<file path="config.mk">
export PLATFORM = sky130hd
export DESIGN_NAME = final_out_stream_flat
export DESIGN_NICKNAME = d
export VERILOG_FILES = /design/src/rtl/final_out_pkg.sv /design/src/rtl/final_out_stream_if.sv /design/src/rtl/final_out_classify.sv /design/src/rtl/final_out_stream.sv /design/src/flat_wrapper.sv
export SDC_FILE = /design/constraint.sdc
export NUM_CORES = 1
export LEC_CHECK = 0
export ABC_AREA = 1
export CELL_PAD_IN_SITES_DETAIL_PLACEMENT = 0
export CELL_PAD_IN_SITES_GLOBAL_PLACEMENT = 1
export CORE_MARGIN = 5
export CORE_UTILIZATION = 38
export CTS_CLUSTER_DIAMETER = 30
export DETAILED_ROUTE_END_ITERATION = 8
export GPL_ROUTABILITY_DRIVEN = 0
export GPL_TIMING_DRIVEN = 0
export PLACE_DENSITY_LB_ADDON = 0.2
export SLEW_MARGIN = 10
export SYNTH_ARGS = -nofsm -noshare
export SYNTH_HDL_FRONTEND = slang
export SYNTH_SLANG_ARGS = --single-unit
</file>
<file path="constraint.sdc">
create_clock -name clk -period 2.6 [get_ports clk]
set_clock_uncertainty 0.05 [all_clocks]
set_input_delay 0.39 -clock clk [delete_from_list [all_inputs] [get_ports clk]]
set_output_delay 0.39 -clock clk [all_outputs]
set_load 0.02 [all_outputs]
</file>
<file path="src/rtl/final_out_pkg.sv">
// Shared defaults, beat classification encoding and flag bit positions
// for the fixed-point to OW-bit output converter.
package final_out_pkg;

  localparam int ZW_DEF   = 28;
  localparam int EW_DEF   = 5;
  localparam int OW_DEF   = 16;
  localparam int BIAS_DEF = 15;
  localparam int CW_DEF   = 16;

  typedef enum logic [1:0] {
    CLS_NORM = 2'd0,
    CLS_UNF  = 2'd1,
    CLS_OVF  = 2'd2
  } cls_t;

  localparam int FLAG_UNF = 0;
  localparam int FLAG_OVF = 1;

  function automatic logic [1:0] cls_flags(cls_t c);
    logic [1:0] f;
    f = 2'b00;
    if (c == CLS_UNF) f[FLAG_UNF] = 1'b1;
    if (c == CLS_OVF) f[FLAG_OVF] = 1'b1;
    return f;
  endfunction

endpackage

</file>
<file path="src/rtl/final_out_stream_if.sv">
// Input beat channel plus output beat channel of the converter.
// master = producer/consumer side, slave = converter side.
interface final_out_stream_if
  import final_out_pkg::*;
#(
  parameter int ZW = ZW_DEF,
  parameter int EW = EW_DEF,
  parameter int OW = OW_DEF
) ();

  logic          in_valid;
  logic          in_ready;
  logic [ZW-1:0] z;
  logic [EW:0]   a_e;
  logic          round_en;
  logic          out_valid;
  logic          out_ready;
  logic [OW-1:0] out_data;
  logic [1:0]    out_flags;

  modport master (
    output in_valid, z, a_e, round_en, out_ready,
    input  in_ready, out_valid, out_data, out_flags
  );

  modport slave (
    input  in_valid, z, a_e, round_en, out_ready,
    output in_ready, out_valid, out_data, out_flags
  );

endinterface

</file>
<file path="src/rtl/final_out_classify.sv">
// Combinational front end: classifies the exponent and splits z into the
// kept OW-bit field and the first dropped (rounding) bit.
module final_out_classify
  import final_out_pkg::*;
#(
  parameter int ZW   = ZW_DEF,
  parameter int EW   = EW_DEF,
  parameter int OW   = OW_DEF,
  parameter int BIAS = BIAS_DEF
) (
  input  logic [ZW-1:0] z_i,
  input  logic [EW:0]   a_e_i,
  output cls_t          cls_o,
  output logic [OW-1:0] trunc_o,
  output logic          rbit_o
);

  localparam int FRAC = ZW - OW;
  localparam logic [EW-1:0] BIAS_M = EW'(BIAS);

  logic          sign;
  logic [EW-1:0] mag;
  logic          unused_lo;

  assign sign      = a_e_i[EW];
  assign mag       = a_e_i[EW-1:0];
  assign trunc_o   = z_i[ZW-1:FRAC];
  assign rbit_o    = z_i[FRAC-1];
  // Bits below the rounding bit never influence the result.
  assign unused_lo = ^z_i[FRAC-2:0];

  always_comb begin
    cls_o = CLS_NORM;
    if (sign && (mag == BIAS_M)) begin
      cls_o = CLS_UNF;
    end else if (!sign && (mag > BIAS_M)) begin
      cls_o = CLS_OVF;
    end
  end

endmodule

</file>
<file path="src/rtl/final_out_stream.sv">
// Two-stage converter z/a_e -> saturated OW-bit value with {ovf,unf} flags,
// 2-cycle latency; both stages stall together when the output is held.
module final_out_stream
  import final_out_pkg::*;
#(
  parameter int ZW   = ZW_DEF,
  parameter int EW   = EW_DEF,
  parameter int OW   = OW_DEF,
  parameter int BIAS = BIAS_DEF,
  parameter int CW   = CW_DEF
) (
  input  logic                 clk,
  input  logic                 reset,
  final_out_stream_if.slave    bus,
  input  logic                 clear_cnt,
  output logic [CW-1:0]        ovf_cnt,
  output logic [CW-1:0]        unf_cnt
);

  cls_t          cls_c;
  logic [OW-1:0] trunc_c;
  logic          rbit_c;

  final_out_classify #(
    .ZW(ZW), .EW(EW), .OW(OW), .BIAS(BIAS)
  ) u_classify (
    .z_i     (bus.z),
    .a_e_i   (bus.a_e),
    .cls_o   (cls_c),
    .trunc_o (trunc_c),
    .rbit_o  (rbit_c)
  );

  logic          s1_vld_q,   s1_vld_d;
  cls_t          s1_cls_q,   s1_cls_d;
  logic [OW-1:0] s1_trunc_q, s1_trunc_d;
  logic          s1_rnd_q,   s1_rnd_d;
  logic          s2_vld_q,   s2_vld_d;
  logic [OW-1:0] s2_data_q,  s2_data_d;
  logic [1:0]    s2_flags_q, s2_flags_d;
  logic [CW-1:0] ovf_cnt_q,  ovf_cnt_d;
  logic [CW-1:0] unf_cnt_q,  unf_cnt_d;

  logic          advance;
  logic          deliver;
  logic [OW:0]   sum;

  assign advance = bus.out_ready | ~s2_vld_q;
  assign deliver = s2_vld_q & bus.out_ready;
  assign sum     = {1'b0, s1_trunc_q} + {{OW{1'b0}}, s1_rnd_q};

  always_comb begin
    s1_vld_d   = s1_vld_q;
    s1_cls_d   = s1_cls_q;
    s1_trunc_d = s1_trunc_q;
    s1_rnd_d   = s1_rnd_q;
    s2_vld_d   = s2_vld_q;
    s2_data_d  = s2_data_q;
    s2_flags_d = s2_flags_q;
    if (advance) begin
      s1_vld_d = bus.in_valid;
      if (bus.in_valid) begin
        s1_cls_d   = cls_c;
        s1_trunc_d = trunc_c;
        s1_rnd_d   = rbit_c & bus.round_en;
      end
      s2_vld_d = s1_vld_q;
      if (s1_vld_q) begin
        s2_flags_d = cls_flags(s1_cls_q);
        case (s1_cls_q)
          CLS_UNF: s2_data_d = '0;
          CLS_OVF: s2_data_d = '1;
          default: begin
            // Rounding carry out of the kept field saturates like an overflow.
            if (sum[OW]) begin
              s2_data_d  = '1;
              s2_flags_d = cls_flags(CLS_OVF);
            end else begin
              s2_data_d = sum[OW-1:0];
            end
          end
        endcase
      end
    end
  end

  always_comb begin
    ovf_cnt_d = ovf_cnt_q;
    unf_cnt_d = unf_cnt_q;
    if (clear_cnt) begin
      ovf_cnt_d = '0;
      unf_cnt_d = '0;
    end else if (deliver) begin
      if (s2_flags_q[FLAG_OVF] && (ovf_cnt_q != '1)) ovf_cnt_d = ovf_cnt_q + CW'(1);
      if (s2_flags_q[FLAG_UNF] && (unf_cnt_q != '1)) unf_cnt_d = unf_cnt_q + CW'(1);
    end
  end

  always_ff @(posedge clk) begin
    if (reset) begin
      s1_vld_q   <= 1'b0;
      s1_cls_q   <= CLS_NORM;
      s1_trunc_q <= '0;
      s1_rnd_q   <= 1'b0;
      s2_vld_q   <= 1'b0;
      s2_data_q  <= '0;
      s2_flags_q <= 2'b00;
      ovf_cnt_q  <= '0;
      unf_cnt_q  <= '0;
    end else begin
      s1_vld_q   <= s1_vld_d;
      s1_cls_q   <= s1_cls_d;
      s1_trunc_q <= s1_trunc_d;
      s1_rnd_q   <= s1_rnd_d;
      s2_vld_q   <= s2_vld_d;
      s2_data_q  <= s2_data_d;
      s2_flags_q <= s2_flags_d;
      ovf_cnt_q  <= ovf_cnt_d;
      unf_cnt_q  <= unf_cnt_d;
    end
  end

  assign bus.in_ready  = advance;
  assign bus.out_valid = s2_vld_q;
  assign bus.out_data  = s2_data_q;
  assign bus.out_flags = s2_flags_q;
  assign ovf_cnt       = ovf_cnt_q;
  assign unf_cnt       = unf_cnt_q;

endmodule

</file>
<file path="src/flat_wrapper.sv">
// flat-port wrapper written by rule: the top's interface ports become plain ports
module final_out_stream_flat import final_out_pkg::*;
#(
  parameter int ZW   = ZW_DEF,
  parameter int EW   = EW_DEF,
  parameter int OW   = OW_DEF,
  parameter int BIAS = BIAS_DEF,
  parameter int CW   = CW_DEF
)
  (clk, reset, clear_cnt, ovf_cnt, unf_cnt, bus_in_valid, bus_z, bus_a_e, bus_round_en, bus_out_ready, bus_in_ready, bus_out_valid, bus_out_data, bus_out_flags);
  final_out_stream_if #(.ZW(ZW), .EW(EW), .OW(OW)) bus_i ();
  input  logic clk;
  input  logic reset;
  input  logic clear_cnt;
  output logic [CW-1:0] ovf_cnt;
  output logic [CW-1:0] unf_cnt;
  input wire logic [$bits(bus_i.in_valid)-1:0] bus_in_valid;
  input wire logic [$bits(bus_i.z)-1:0] bus_z;
  input wire logic [$bits(bus_i.a_e)-1:0] bus_a_e;
  input wire logic [$bits(bus_i.round_en)-1:0] bus_round_en;
  input wire logic [$bits(bus_i.out_ready)-1:0] bus_out_ready;
  output wire logic [$bits(bus_i.in_ready)-1:0] bus_in_ready;
  output wire logic [$bits(bus_i.out_valid)-1:0] bus_out_valid;
  output wire logic [$bits(bus_i.out_data)-1:0] bus_out_data;
  output wire logic [$bits(bus_i.out_flags)-1:0] bus_out_flags;
  assign bus_i.in_valid = bus_in_valid;
  assign bus_i.z = bus_z;
  assign bus_i.a_e = bus_a_e;
  assign bus_i.round_en = bus_round_en;
  assign bus_i.out_ready = bus_out_ready;
  assign bus_in_ready = bus_i.in_ready;
  assign bus_out_valid = bus_i.out_valid;
  assign bus_out_data = bus_i.out_data;
  assign bus_out_flags = bus_i.out_flags;
  final_out_stream #(.ZW(ZW), .EW(EW), .OW(OW), .BIAS(BIAS), .CW(CW)) u_core (.clk(clk), .reset(reset), .bus(bus_i), .clear_cnt(clear_cnt), .ovf_cnt(ovf_cnt), .unf_cnt(unf_cnt));
endmodule
</file>
==> key figures, run 1 <==
Outcome
  – Run status: finished clean

Global routing
  – First-pass GRT wire length: 18100 um
  – Gr ovfl total: 0
  – Initial antenna violation count: 0
  – GR Util All Layers: 17.4%
  – Largest net degree at the start of global routing: 13
  – Vias in the first global route: 3922

Yosys
  – Number of synthesis warnings: 0
  – Mapped Cells: 591
  – Seq/Total Area, Yosys: 36.1%
  – Main synth FF type: dfxtp_1
  – Top cell type by total area after synthesis: dfxtp_1
  – FF+latch count, synth: 71
  – Count of different cell masters after synthesis: 34
  – Synth Cell Area: 3940 um^2
  – Top cells by area, synth: dfxtp_1, nand2_1, nor2_1, inv_1, o21ai_0
  – Post-synth ARST share: 0%
  – Top cell type's share of synthesized area: 36.1%
  – Synth Net Count: 637
  – Post-synth EDFFs: 0
  – Most numerous cell in the Yosys netlist: nand2_1
  – Top cell types by occurrence after synthesis: nand2_1, nor2_1, dfxtp_1
  – Synthesized area per cell: 6.66 um^2

Final layout
  – Ant diodes: 0
  – Number of fill cells in the layout: 1057
  – Area Overhead vs Synth: 31.8%
  – Nets@finish: 728
  – Share of layout cells above drive strength 1: 8.44%

Routing
  – Per-cell routed wire length: 13.1 um
  – DR pass1 iterations: 4
  – ANT nets after route: 0
  – Via-to-Cell Ratio: 4.84
  – Starting DRT DRC Count: 148
  – DR DRC count: 0
  – Drt total wl: 10800 um
  – Routed via count: 3985

Min path
  – Hold Path Depth: 2
  – Min-Delay Startpoint: u_core.s1_vld_q
  – Min-delay worst type: flop to flop
  – Hold Path End: u_core.s1_vld_q

Clocking
  – Later-pin clock latency in the skew report: 0.35 ns
  – Cts hold-fix bufs: 0
  – Reg clk slew, reported paths: 0.08 ns
  – PostCTS Resize Cnt: 0
  – Clock buffer count from CTS: 9
  – Maximum buffer depth of the clock tree: 2
  – CTS root buf: clkbuf_8
  – Htree depth: 3
  – CTS tree: done
  – Clk sink count: 71
  – Post-CTS Setup Inserts: 0

Timing
  – Min cycle time layout: 2.11 ns
  – Max_slew headroom: 49.9%
  – Setup TNS: 0 ns
  – Achievable Freq: 474 MHz
  – Unrepaired setup endpoints after global routing: no
  – Fin crit share: 81.2%
  – Fin worst setup slack: 0.489 ns
  – Final setup viols: 0
  – Worst Max-Slew Pin Slew: 0.751 ns
  – Slew Limit Fails: 0
  – Fin. Hold Viols: 0

Die
  – I/O pin count: 92
  – Core Area: 10200 um^2
  – Die H: 112 um
  – Cell Rows: 37
  – Die area: 12500 um^2
  – Die Width: 112 um
  – Initial core utilization: 38.5%

Worst setup path
  – Reg2reg path depth: 11
  – Worst flop-to-flop path startpoint: u_core.s1_rnd_q
  – Worst reg2reg setup slack: 0.69 ns
  – FF-to-FF End: u_core.bus.out_data[6]
  – Required time worst endpoint: 2.16 ns
  – CP startpoint kind: input port
  – CP Max Fanout: 3
  – WS Path Type: input port to primary output
  – Crit end category: primary output
  – Worst Path Arrival: 1.67 ns

Place
  – Post-Place Setup Slack: 0.381 ns
  – Port bufs: 80
  – Hpwl dp: 8340 um

Power
  – Pwr Density: 517 nW/um^2
  – Leakage: 1.99 nW
  – VDD IR-drop max: 0.286 mV
  – Post-route total power: 2.68 mW

Job
  – Max cap viols: 0
==> logic make-up (layout without fill, tap and decap cells) <==
| family | Yosys count | in the layout | share of synthesized area (%) |
|---|---|---|---|
| simple gates | 323 | 323 | 36.9 |
| compound gates | 101 | 101 | 14.5 |
| buf+inv | 81 | 177 | 8.61 |
| flops | 71 | 71 | 36.1 |
| xor+xnor | 9 | 9 | 2.00 |
| fa+ha+maj | 6 | 6 | 1.91 |
==> cells in the final DEF, fill, tap and decap left out, types with 11 or more instances in the layout <==
master / n
clkdlybuf4s50_1: 80
a21oi_1: 37
a21oi_2: 13
nand2_1: 151
dfxtp_1: 71
nor2_1: 90
nand3_1: 42
nand4_1: 13
o21ai_0: 44
inv_1: 63
clkbuf_8: 11
==> area by class of cell <==
| cell class | instances | area (um^2) | area share (%) |
|---|---|---|---|
| flip-flops and latches | 71 | 1420 | 27.4 |
| plain buffers | 17 | 98.8 | 1.91 |
| inverters | 64 | 240 | 4.63 |
| clock inverters | 5 | 128 | 2.46 |
| repair buffers | 80 | 801 | 15.4 |
| clock buffers | 11 | 151 | 2.92 |
| well taps | 136 | 170 | 3.28 |
| multi-input cells | 439 | 2180 | 42.0 |
==> metal layers <==
layer | wire (um) | share of wire, % | vias to the layer above | global-route usage (%)
li1 | - | - | 2089 | -
met1 | 4750 | 44 | 1809 | 20.0
met2 | 5530 | 51 | 74 | 32.2
met3 | 348 | 3.2 | 13 | 3.59
met4 | 174 | 1.6 | 0 | 4.95
met5 | 0 | 0 | - | 0
==> worst max path at each step <==
stage                      startpoint                  to  slack, ns  depth (start not counted)
floorplan           u_core.ovf_cnt[0]  u_core.ovf_cnt[10]       0.91                          8
global placement                reset   u_core.ovf_cnt[7]       0.41                          5
detailed placement              reset   u_core.ovf_cnt[8]       0.38                          5
CTS                     bus_out_ready        bus_in_ready       0.48                          4
global route            bus_out_ready        bus_in_ready       0.44                          4
finish                  bus_out_ready        bus_in_ready       0.49                          4
==> power breakdown <==
group,internal [mW],switching [mW]
logic,0.129,0.162
registers,1.13,0.0374
clock network,0.787,0.434
==> state kept, by name, indices dropped and copies added (netlist names) <==
register              cells
u_core.bus.out_data      16
u_core.s1_cls_q           2
u_core.bus.out_flags      2
u_core.s1_rnd_q           1
u_core.s1_trunc_q        16
u_core.ovf_cnt           16
u_core.s1_vld_q           1
u_core.bus.out_valid      1
u_core.unf_cnt           16
==> worst max-delay path, stage by stage <==
cell             delay, ns
clkdlybuf4s50_1       0.49
nor2_1                0.08
inv_1                 0.10
clkdlybuf4s50_1       0.61
==> through the flow <==
| step | util [%] | area, um^2 | instances | hold slack [ns] |
|---|---|---|---|---|
| 6_report | 50.7 | 5190 | 823 | 0.421 |
| 5_1_grt | 50.7 | 5190 | 823 | 0.458 |
| 4_1_cts | 50.7 | 5190 | 823 | 0.417 |
| 3_5_place_dp | 48.0 | 4910 | 807 | 0.405 |
| 3_3_place_gp | 48.0 | 4910 | 807 | 0.401 |
| 2_1_floorplan | - | 3940 | 591 | 0.393 |
Note: power is estimated with default switching activity, not from simulation.
==> run 2: changes to the inputs <==
CORE_UTILIZATION = 32   (was 38)
clock period = 1.9 ns   (was 2.6 ns; I/O delays follow)
==> key figures, run 2 (synthesis results as in run 1) <==
Outcome
  – Run status: finished clean

Global routing
  – Gr ovfl total: 0
  – Largest net degree at the start of global routing: 12
  – Vias in the first global route: 3813
  – First-pass GRT wire length: 18300 um
  – Initial antenna violation count: 0
  – GR Util All Layers: 15.7%

Job
  – Max cap viols: 0

Power
  – Pwr Density: 696 nW/um^2
  – Leakage: 2.01 nW
  – Post-route total power: 3.69 mW
  – VDD IR-drop max: 0.455 mV

Worst setup path
  – Worst Path Arrival: 1.50 ns
  – Slowest CP cell: clkdlybuf4s50_1
  – Crit end category: primary output
  – Buf+Inv Stages, Crit Path: 1
  – WS Path Type: flop to primary output
  – Critical path, cell by cell: clkdlybuf4s50_1
  – Delay-heaviest family, CP: buffers and inverters
  – Required time worst endpoint: 1.56 ns
  – CP startpoint kind: flop
  – CP max stage delay: 0.67 ns
  – CP Max Fanout: 7

Timing
  – Fin. Hold Viols: 0
  – Fin crit share: 96.5%
  – Fin worst setup slack: 0.0666 ns
  – Hold_ws: 0.416 ns
  – Unrepaired setup endpoints after global routing: no
  – Achievable Freq: 545 MHz
  – Worst Max-Slew Pin Slew: 0.726 ns
  – Min cycle time layout: 1.83 ns
  – Max_slew headroom: 51.6%
  – Final setup viols: 0
  – Slew Limit Fails: 0
  – Setup TNS: 0 ns

Place
  – Placed insts: 818
  – Post-Place Setup Slack: -0.240 ns
  – Port bufs: 80
  – Hpwl dp: 8580 um

Final layout
  – Area Overhead vs Synth: 34.6%
  – Reg area: 1430 um^2
  – Ant diodes: 0
  – Nets@finish: 734
  – Commonest cells after routing, fill and taps aside: nand2_1, nor2_1, clkdlybuf4s50_1
  – Area occupied by multi-input gates: 2200 um^2
  – Most common cell after layout, fill and taps aside: nand2_1
  – Number of fill cells in the layout: 1266
  – Layout Cells excl Fill: 840
  – Share of layout cells above drive strength 1: 10.1%

Clocking
  – Htree depth: 3
  – Clock buffer count from CTS: 9
  – Maximum buffer depth of the clock tree: 2
  – CTS root buf: clkbuf_16
  – Reg clk slew, reported paths: 0.06 ns
  – CTS tree: done
  – Clk sink count: 71
  – Later-pin clock latency in the skew report: 0.34 ns
  – Cts hold-fix bufs: 0

Routing
  – Drt total wl: 11300 um
  – Routed via count: 3976
  – DR DRC count: 0
  – Per-cell routed wire length: 13.4 um
  – ANT nets after route: 0
  – DR pass1 iterations: 4
  – Via-to-Cell Ratio: 4.73
  – Starting DRT DRC Count: 250

Die
  – Die H: 121 um
  – Core Area: 12000 um^2
  – Initial core utilization: 32.8%
  – Die Width: 121 um
  – Cell Rows: 40
  – I/O pin count: 92
  – Die area: 14600 um^2

Min path
  – Min-delay worst type: flop to flop
## run 2: final timing paths
| kind | startpoint | end | slack, ns | depth (start not counted) |
|---|---|---|---|---|
| hold reg to reg | u_core.s1_vld_q | u_core.s1_vld_q | 0.42 | 2 |
| setup / recovery | u_core.ovf_cnt[5] | ovf_cnt[5] | 0.07 | 1 |
| hold / removal | u_core.s1_vld_q | u_core.s1_vld_q | 0.42 | 2 |
| setup reg to reg | u_core.ovf_cnt[0] | u_core.ovf_cnt[7] | 0.15 | 8 |
## run 2: repair_timing
item,4_1_cts,5_1_grt
pin swaps,0,2
gates resized for setup,2,9
setup endpoints to repair,6,37
setup buffers,0,6
## run 2: final cells by class
cell class                      instances  area share, %
Multi-Input combinational cell        439           41.5
Clock buffer                           12           4.65
Clock inverter                          4          0.850
Sequential cell                        71           26.9
Tap cell                              147           3.47
Timing Repair Buffer                   86           16.2
Buffer                                 17           1.87
Inverter                               64           4.61
## run 2: metrics by stage
| step | cell area (um^2) | utilization [%] |
|---|---|---|
| 2_1_floorplan | 3940 | - |
| 3_3_place_gp | 4920 | 41.0 |
| 6_report | 5300 | 44.1 |
| 5_1_grt | 5300 | 44.1 |
| 3_5_place_dp | 4920 | 41.0 |
| 4_1_cts | 5210 | 43.4 |
## run 2: per-layer routing
layer / routed length [um] / up-vias / part of all wire (%) / track usage, %
met5: 0 / - / 0 / 0
met4: 201 / 0 / 1.8 / 4.75
met3: 563 / 14 / 5.0 / 4.94
met2: 5650 / 80 / 50 / 27.9
met1: 4840 / 1788 / 43 / 17.9
li1: - / 2094 / - / -
## run 2: report_power, final
group | internal (mW) | leakage [nW] | switching (mW) | total [mW]
sequential | 1.55 | 0.581 | 0.0531 | 1.60
clock | 1.05 | 0.146 | 0.639 | 1.68
combinational | 0.178 | 1.29 | 0.221 | 0.399
total | 2.77 | 2.01 | 0.913 | 3.69
